[config.mk]
export PLATFORM = sky130hd
export DESIGN_NAME = firebird_imm_gen_pipe
export DESIGN_NICKNAME = d
export VERILOG_FILES = /design/src/rtl/firebird_imm_gen_pipe_pkg.sv /design/src/rtl/firebird_imm_gen_pipe_fmt_dec.sv /design/src/rtl/firebird_imm_gen_pipe.sv
export SDC_FILE = /design/constraint.sdc
export NUM_CORES = 1
export LEC_CHECK = 0
export CAP_MARGIN = 5
export CORE_ASPECT_RATIO = 1.75
export CORE_MARGIN = 2
export CORE_UTILIZATION = 50
export CTS_CLUSTER_DIAMETER = 80
export DETAILED_ROUTE_END_ITERATION = 10
export GPL_TIMING_DRIVEN = 0
export PLACE_DENSITY = 0.93
export SLEW_MARGIN = 20
export SYNTH_ARGS = -nofsm -noshare
export SYNTH_HDL_FRONTEND = slang
export SYNTH_HIERARCHICAL = 1
export SYNTH_SLANG_ARGS = --single-unit
[constraint.sdc]
create_clock -name clk -period 2.14 [get_ports clk]
set_input_delay 0.214 -clock clk [delete_from_list [all_inputs] [get_ports clk]]
set_output_delay 0.214 -clock clk [all_outputs]
set_load 0.005 [all_outputs]
[src/rtl/firebird_imm_gen_pipe_pkg.sv]
// Shared constants and immediate assembly for the firebird immediate generator.
// Optional feature macro: FIREBIRD_IMM_ILLEGAL_EN (adds out_illegal).
package firebird_imm_gen_pipe_pkg;

    localparam int unsigned INST_W_DEFAULT = 32;
    localparam int unsigned XLEN_DEFAULT   = 32;
    localparam int unsigned FMT_W          = 3;
    localparam int unsigned OPCODE_W       = 7;
    localparam int unsigned IMM_FULL_W     = 64;

    localparam logic [FMT_W-1:0] FMT_R    = 3'd0;
    localparam logic [FMT_W-1:0] FMT_I    = 3'd1;
    localparam logic [FMT_W-1:0] FMT_S    = 3'd2;
    localparam logic [FMT_W-1:0] FMT_B    = 3'd3;
    localparam logic [FMT_W-1:0] FMT_U    = 3'd4;
    localparam logic [FMT_W-1:0] FMT_J    = 3'd5;
    localparam logic [FMT_W-1:0] FMT_NONE = 3'd7;

    localparam logic [OPCODE_W-1:0] OP_LOAD   = 7'b0000011;
    localparam logic [OPCODE_W-1:0] OP_IMM    = 7'b0010011;
    localparam logic [OPCODE_W-1:0] OP_JALR   = 7'b1100111;
    localparam logic [OPCODE_W-1:0] OP_FENCE  = 7'b0001111;
    localparam logic [OPCODE_W-1:0] OP_SYSTEM = 7'b1110011;
    localparam logic [OPCODE_W-1:0] OP_STORE  = 7'b0100011;
    localparam logic [OPCODE_W-1:0] OP_BRANCH = 7'b1100011;
    localparam logic [OPCODE_W-1:0] OP_LUI    = 7'b0110111;
    localparam logic [OPCODE_W-1:0] OP_AUIPC  = 7'b0010111;
    localparam logic [OPCODE_W-1:0] OP_JAL    = 7'b1101111;
    localparam logic [OPCODE_W-1:0] OP_REG    = 7'b0110011;

    // Builds the immediate sign-extended to 64 bits; callers truncate to XLEN.
    function automatic logic [IMM_FULL_W-1:0] assemble_imm(
        input logic [31:0]      inst,
        input logic [FMT_W-1:0] fmt
    );
        logic [IMM_FULL_W-1:0] imm;
        imm = '0;
        case (fmt)
            FMT_I:   imm = {{52{inst[31]}}, inst[31:20]};
            FMT_S:   imm = {{52{inst[31]}}, inst[31:25], inst[11:7]};
            FMT_B:   imm = {{52{inst[31]}}, inst[7], inst[30:25], inst[11:8], 1'b0};
            FMT_U:   imm = {{32{inst[31]}}, inst[31:12], 12'b0};
            FMT_J:   imm = {{44{inst[31]}}, inst[19:12], inst[20], inst[30:21], 1'b0};
            default: imm = '0;
        endcase
        return imm;
    endfunction

endpackage

[src/rtl/firebird_imm_gen_pipe_fmt_dec.sv]
// Combinational opcode-to-format classifier used in the first pipeline stage.
module firebird_imm_fmt_dec
    import firebird_imm_gen_pipe_pkg::*;
(
    input  logic [OPCODE_W-1:0] opcode,
    output logic [FMT_W-1:0]    fmt_c
);

    always_comb begin
        fmt_c = FMT_NONE;
        case (opcode)
            OP_LOAD, OP_IMM, OP_JALR, OP_FENCE, OP_SYSTEM: fmt_c = FMT_I;
            OP_STORE:                                      fmt_c = FMT_S;
            OP_BRANCH:                                     fmt_c = FMT_B;
            OP_LUI, OP_AUIPC:                              fmt_c = FMT_U;
            OP_JAL:                                        fmt_c = FMT_J;
            OP_REG:                                        fmt_c = FMT_R;
            default:                                       fmt_c = FMT_NONE;
        endcase
    end

endmodule

[src/rtl/firebird_imm_gen_pipe.sv]
// Two-stage valid/ready pipeline extracting the sign-extended RV32I immediate.
// Optional: define FIREBIRD_IMM_ILLEGAL_EN to add the out_illegal flag.
module firebird_imm_gen_pipe
    import firebird_imm_gen_pipe_pkg::*;
#(
    parameter int unsigned XLEN   = XLEN_DEFAULT,
    parameter int unsigned INST_W = INST_W_DEFAULT
) (
    input  logic              clk,
    input  logic              rst_n,
    input  logic              in_valid,
    output logic              in_ready,
    input  logic [INST_W-1:0] in_inst,
    output logic              out_valid,
    input  logic              out_ready,
    output logic [XLEN-1:0]   out_imm,
    output logic [FMT_W-1:0]  out_fmt
`ifdef FIREBIRD_IMM_ILLEGAL_EN
    ,
    output logic              out_illegal
`endif
);

    logic                  s1_valid;
    logic [INST_W-1:0]     s1_inst;
    logic [FMT_W-1:0]      s1_fmt;
    logic [FMT_W-1:0]      dec_fmt_c;
    logic                  s2_load_c;
    logic [IMM_FULL_W-1:0] s1_imm_c;

    // S2 takes new data whenever it is empty or its result is leaving this cycle.
    assign s2_load_c = !out_valid || out_ready;
    assign in_ready  = !s1_valid || s2_load_c;
    assign s1_imm_c  = assemble_imm(s1_inst[31:0], s1_fmt);

    firebird_imm_fmt_dec u_fmt_dec (
        .opcode (in_inst[OPCODE_W-1:0]),
        .fmt_c  (dec_fmt_c)
    );

    // Stage 1: raw instruction plus its decoded format.
    always_ff @(posedge clk or negedge rst_n) begin
        if (!rst_n) begin
            s1_valid <= 1'b0;
            s1_inst  <= '0;
            s1_fmt   <= FMT_R;
        end else if (in_ready) begin
            s1_valid <= in_valid;
            if (in_valid) begin
                s1_inst <= in_inst;
                s1_fmt  <= dec_fmt_c;
            end
        end
    end

    // Stage 2: assembled immediate; payload only changes on a real load so it holds under stall.
    always_ff @(posedge clk or negedge rst_n) begin
        if (!rst_n) begin
            out_valid <= 1'b0;
            out_imm   <= '0;
            out_fmt   <= FMT_R;
        end else if (s2_load_c) begin
            out_valid <= s1_valid;
            if (s1_valid) begin
                out_imm <= XLEN'(s1_imm_c);
                out_fmt <= s1_fmt;
            end
        end
    end

`ifdef FIREBIRD_IMM_ILLEGAL_EN
    always_ff @(posedge clk or negedge rst_n) begin
        if (!rst_n) begin
            out_illegal <= 1'b0;
        end else if (s2_load_c && s1_valid) begin
            out_illegal <= (s1_fmt == FMT_NONE);
        end
    end
`endif

endmodule

==> metrics, run 1 <==
via density per instance=5.36; Routed Antenna Nets=0; Mapped Area=2830 µm²; Core Area=between 5000 and 6000 µm²; CP max FO=3; Initial Util=0.515; Worst EP required=1.93 ns; layout cell share with drive strength beyond 1=0.226; crit start category=flip-flop; I/O pins=73; HPWL after DPL=4540 µm; CTS clk-pin slew, worst paths=0.07 ns; Slew HR=0.642; drt total wl=6150 µm; r2r setup slk=0.58 ns; clock sink count=65; Worst EP arrival=roughly 1.4 ns; Post-CTS Resized=0; Cell Chain, Critical Path=nand3b_1 > clkdlybuf4s50_1; Peak VDD IR=roughly 0.00054 V; dpl cell area=3670 µm²; register area share after synthesis=0.575; CTS root buf=clkbuf_8; hold violation total from the final report=0; commonest non-fill, non-tap cell in the layout=clkdlybuf4s50_1; main combinational cell family by area after synthesis=compound AO/OA/AOI/OAI gates; PD cells=723 nW/µm²; Worst-Skew Late Latency=0.35 ns; setup violators final=0; M1 GR Usage=0.239; Post-route DRC=0; Mean Syn Cell Area=12.1 µm²; Final Max Tran Viols=0; Via Count=2140; Synth Area in Simple Gates=0.104; HP Class=input port to async pin; xor/xnor share of the synthesized area=0.00310; fin crit share=0.769; Layout Nets=354; H-tree Lvls=3; Port Buf Inserts=~70; syn nets=~270; Die Y-Extent=103 µm; Layout area overhead=36.2%; post-layout min period=1.65 ns; GRT Residual Overflow=0; max incr delay on CP=0.52 ns; first-pass GRT wire length=9830 µm; Leakage=around 1.6 nW; FMAX=608 MHz; Die Footprint=~6300 µm²; status=finished clean; worst path buffer plus inverter count=1; pre-CTS WS=0.308 ns; Final Power=~2.8 mW; met2 usage=0.362; initial antenna violation count=0; WL/cell=about 15 µm; clk_skew=0.00722 ns; Critical Path Sink Type=primary output; Crit path max-delay family=buffers and inverters; std cell rows=36; GRT Util Overall=0.221; fin worst setup slack=0.494 ns; multiplexer share of the synthesized area=0.123; clk buf depth=2; post-synthesis cell count=233; Placer Congestion=0.822; Max Cap Viol=0; vias in the first global route=roughly 2100; most frequent cells in the layout=clkdlybuf4s50_1 (71), dfrtp_1 (65), mux2_2 (31); Inserted Clock Buffers=9; Synth Area in Compound Gates=0.152; flops & latches, synth=65; adder-cell share of the synthesized area=0; Top Usage Layer GRT=met2; Initial DRC Count=65; largest net degree at the start of global routing=61; Syn. warnings=6; first drt pass iteration count=4; Die W=60.8 µm; Worst Tran Pin Value=0.535 ns; CTS tree=yes; Antenna Cells=0; Util after Layout=0.701; met3 Use GR=0.0684; Netlist cell types=39; cell area after layout=3850 µm²; Crit-path slowest cell=clkdlybuf4s50_1; RSZ-0062 raised after global routing=no; WS Path Type=flip-flop to primary output
kinds of logic after synthesis:
group / Yosys count
muxes: 31
AOI/OAI and AO/OA: 68
and+or+nand+nor: 53
buffers and inverters: 15
xor gates and xnor gates: 1
DFF: 65
worst paths after layout:
| kind | start | depth (start not counted) | end |
|---|---|---|---|
| setup / recovery | s1_valid | 2 | in_ready |
| hold / removal | rst_n | 2 | out_imm[4] |
| setup reg to reg | s1_fmt[2] | 7 | out_imm[21] |
| hold reg to reg | out_imm[30] | 2 | out_imm[30] |
| max in group asynchronous | rst_n | 3 | s1_inst[19] |
| min in group clk | in_inst[15] | 2 | s1_inst[15] |
synth_stat cells, drive strengths merged:
cell / n / area, µm²
mux2: 31 / 349
nor3b: 1 / 12.5
o21ai: 24 / 120
nor2: 3 / 13.8
nand2b: 6 / 40.0
nand3: 1 / 5.00
dfrtp: 65 / 1630
nand3b: 2 / 15.0
and3: 1 / 6.26
a2111o: 1 / 11.3
nand4bb: 1 / 11.3
nand2: 31 / 121
nor4: 1 / 6.26
inv: 1 / 3.75
clkbuf: 3 / 12.5
a211oi: 2 / 15.0
a22o: 8 / 70.1
o21a: 1 / 8.76
buf: 11 / 104
nor3: 1 / 5.00
xor2: 1 / 8.76
nor2b: 3 / 41.3
o311ai: 1 / 8.76
o22a: 1 / 8.76
and2b: 1 / 7.51
o31ai: 1 / 12.5
o21bai: 1 / 7.51
a211o: 1 / 10.0
a22oi: 4 / 30.0
a21oi: 23 / 126
or3b: 1 / 8.76
stage by stage:
stage	hold WS, ns	TNS (ns)	cells
6_report	0.225	0	399
2_1_floorplan	-0.0816	0	233
4_1_cts	0.202	0	399
3_3_place_gp	0.464	-68.89	381
3_5_place_dp	0.0400	0	382
5_1_grt	0.237	0	399
power by group:
part	switching [mW]	total [mW]	internal (mW)	leakage, nW
Combinational	0.189	0.454	0.265	0.672
Sequential	0.0762	1.41	1.34	0.811
Clock	0.440	0.918	0.478	0.0932
Total	0.705	2.79	2.08	1.58
sequential cells by signal (all words and copies together), names as in the netlist:
register   cells
out_fmt        3
out_imm       32
out_valid      1
s1_fmt         3
s1_inst       25
s1_valid       1
per-layer routing:
metal | share of wire | routed length (µm)
met1 | 0.38 | 2320
met2 | 0.54 | 3290
met3 | 0.039 | 239
met4 | 0.048 | 296
met5 | 0 | 0
final cells by class:
class	instances	area [µm²]
Tap cell	76	95.1
Fill cell	417	1640
Inverter	1	3.75
Multi-Input combinational cell	153	1080
Clock buffer	13	159
Clock inverter	3	15.0
Buffer	14	116
Sequential cell	65	1630
Timing Repair Buffer	74	756
repair_timing:
item	in CTS	in global routing
hold buffers	1	0
endpoints found under the hold margin	65	0
buffers inserted	0	0
Power figures use the tool's default switching activity.
==> run 2: changes to the inputs <==
CORE_UTILIZATION = 48   (was 50)
PLACE_DENSITY = 0.9   (was 0.93)
clock period = 1.6 ns   (was 2.14 ns; I/O delays follow)
==> run 2 against run 1 <==
Critical path depth is 5 higher. Via count rose by 2.0%. Hold slack gained 0.044 ns. Clock-buffer cell count unchanged. Combinational power is 35% higher. Core utilization shrank 3.4 points. Largest cell class unchanged. Highest routed layer unchanged.
==> metrics, run 2 (same netlist as run 1, synthesis figures left out) <==
status=finished clean; WL/cell=around 16 µm; Layout area overhead=36.6%; fin crit share=0.952; Placer Congestion=0.878; Worst Tran Pin Value=0.545 ns; Final Max Tran Viols=0; Die Footprint=6550 µm²; GRT Util Overall=0.215; H-tree Lvls=3; max incr delay on CP=between 0.3 and 0.4 ns; Filler Cell Count=roughly 420; CP max FO=10; Pint=2.78 mW; Initial Util=0.489; Post-route DRC=0; Critical Path Sink Type=flip-flop; Die Y-Extent=106 µm; PD cells=around 970 nW/µm²; GRT Residual Overflow=0; Crit-path slowest cell=dfrtp_1; Peak VDD IR=0.000768 V; initial antenna violation count=0; RSZ-0062 raised after global routing=no; non-filler cells, final=roughly 400; Port Buf Inserts=72; Slew HR=0.635; HPWL after DPL=~4700 µm; Initial DRC Count=77; std cell rows=37; FMAX=656 MHz; post-layout min period=1.52 ns; drt total wl=6400 µm; Layout Nets=355; HP Class=input port to async pin; Cell Chain, Critical Path=buf_6 > and2b_1 > buf_6 > nor2b_4 > buf_6 > a21oi_1 > o21ai_1; cell area after layout=3860 µm²; Via Count=2183; Hold WS=~0.27 ns; Worst path most repeated cell=buf_6; layout cell share with drive strength beyond 1=0.228; sequential fraction of design power=0.507; Antenna Cells=0; first-pass GRT wire length=10000 µm; Largest regs=out_imm (32), s1_inst (25); Net Sw Power=roughly 0.95 mW; via density per instance=~5.4; dpl cell area=3660 µm²; Clock Power Share=0.328; Worst EP required=1.83 ns; crit start category=flip-flop; I/O pins=73; FF+latch area=~1600 µm²; CTS clk-pin slew, worst paths=0.07 ns; Fin Setup TNS=0 ns; Max Cap Viol=0; dpl cells=384; Leakage=1.58 nW; area of the multi-input gates=1090 µm²; largest net degree at the start of global routing=41; Worst-Skew Late Latency=0.34 ns; clock sink count=65; hold violation total from the final report=0; Core Area=between 5000 and 6000 µm²; CTS root buf=clkbuf_8; most frequent cells in the layout=clkdlybuf4s50_1 (70), dfrtp_1 (65), mux2_2 (31); vias in the first global route=2161; Logic pwr share=0.164; clk_skew=~0.005 ns; max reg flops=32; clk buf depth=2; Top reg by flops=out_imm; Worst EP arrival=1.75 ns; Die W=roughly 62 µm; Inserted Clock Buffers=9; first drt pass iteration count=4; Routed Antenna Nets=0; CTS tree=yes; setup violators final=0; switching share of power=0.253; commonest non-fill, non-tap cell in the layout=clkdlybuf4s50_1; WS Path Type=flip-flop to flip-flop; Final Power=around 3.7 mW
[run 2: cell count changes in the layout (fill, tap and decap cells not counted), sizes merged]
cell / previous run / this run
clkdlybuf4s50: 71 / 70
dlymetal6s2s: 0 / 1
buf: 13 / 14
[run 2: path summary, 6_finish.rpt]
path / from / endpoint / slack [ns] / depth (start not counted)
min in group clk: in_inst[12] / s1_inst[12] / 0.43 / 2
min reg2reg: out_imm[16] / out_imm[16] / 0.48 / 2
max in group asynchronous: rst_n / out_imm[2] / 0.82 / 3
max: s1_fmt[2] / out_imm[21] / 0.08 / 7
max reg2reg: s1_fmt[2] / out_imm[21] / 0.08 / 7
min: rst_n / s1_inst[19] / 0.27 / 2
[run 2: per-stage QoR]
| step | setup WS, ns | utilization |
|---|---|---|
| 2_1_floorplan | 0.259 | - |
| 3_3_place_gp | -1.59 | 0.630 |
| 3_5_place_dp | -0.168 | 0.633 |
| 4_1_cts | 0.0229 | 0.666 |
| 5_1_grt | 0.0131 | 0.667 |
| 6_report | 0.0761 | 0.667 |
[run 2: layer usage]
layer / vias up / global-route usage / part of all wire / routed length [µm]
met5: - / 0 / 0 / 0
met4: 0 / 0.123 / 0.036 / 231
met3: 15 / 0.0650 / 0.048 / 307
met2: 80 / 0.362 / 0.56 / 3560
met1: 1082 / 0.219 / 0.36 / 2300
li1: 1006 / - / - / -
[run 2: what timing repair did]
action / CTS / global route
buffers inserted: 1 / 0
pin swaps: 1 / 0
setup endpoints to repair: 1 / 21
gates resized for setup: 0 / 2
hold endpoints to repair: 25 / 0
hold buffers: 1 / 0
[run 2: final cells by class]
| cell class | count | share of cell area |
|---|---|---|
| timing repair buffer | 75 | 0.196 |
| inverter | 1 | 0.000972 |
| sequential | 65 | 0.421 |
| buffer | 14 | 0.0301 |
| clock inverter | 3 | 0.00389 |
| multi-input combinational | 153 | 0.281 |
| tap | 78 | 0.0253 |
| clock buffer | 13 | 0.0411 |
[run 2: worst max-delay path: cells and delay by family (launching register included)]
kind,cells,cell delay [ns]
AO/OA/AOI/OAI,2,0.32
flip-flops,1,0.38
buffers and inverters,3,0.43
AND/OR/NAND/NOR,2,0.29
[run 2: power groups by stage]
stage | Clock (mW) | Sequential [mW] | Combinational [mW]
after floorplan | 0 | 1.90 | 0.306
after global placement | 0 | 1.91 | 0.579
after detailed placement | 0 | 1.92 | 0.607
after CTS | 1.25 | 1.89 | 0.615
after global routing | 1.32 | 1.90 | 0.663
final | 1.22 | 1.89 | 0.613
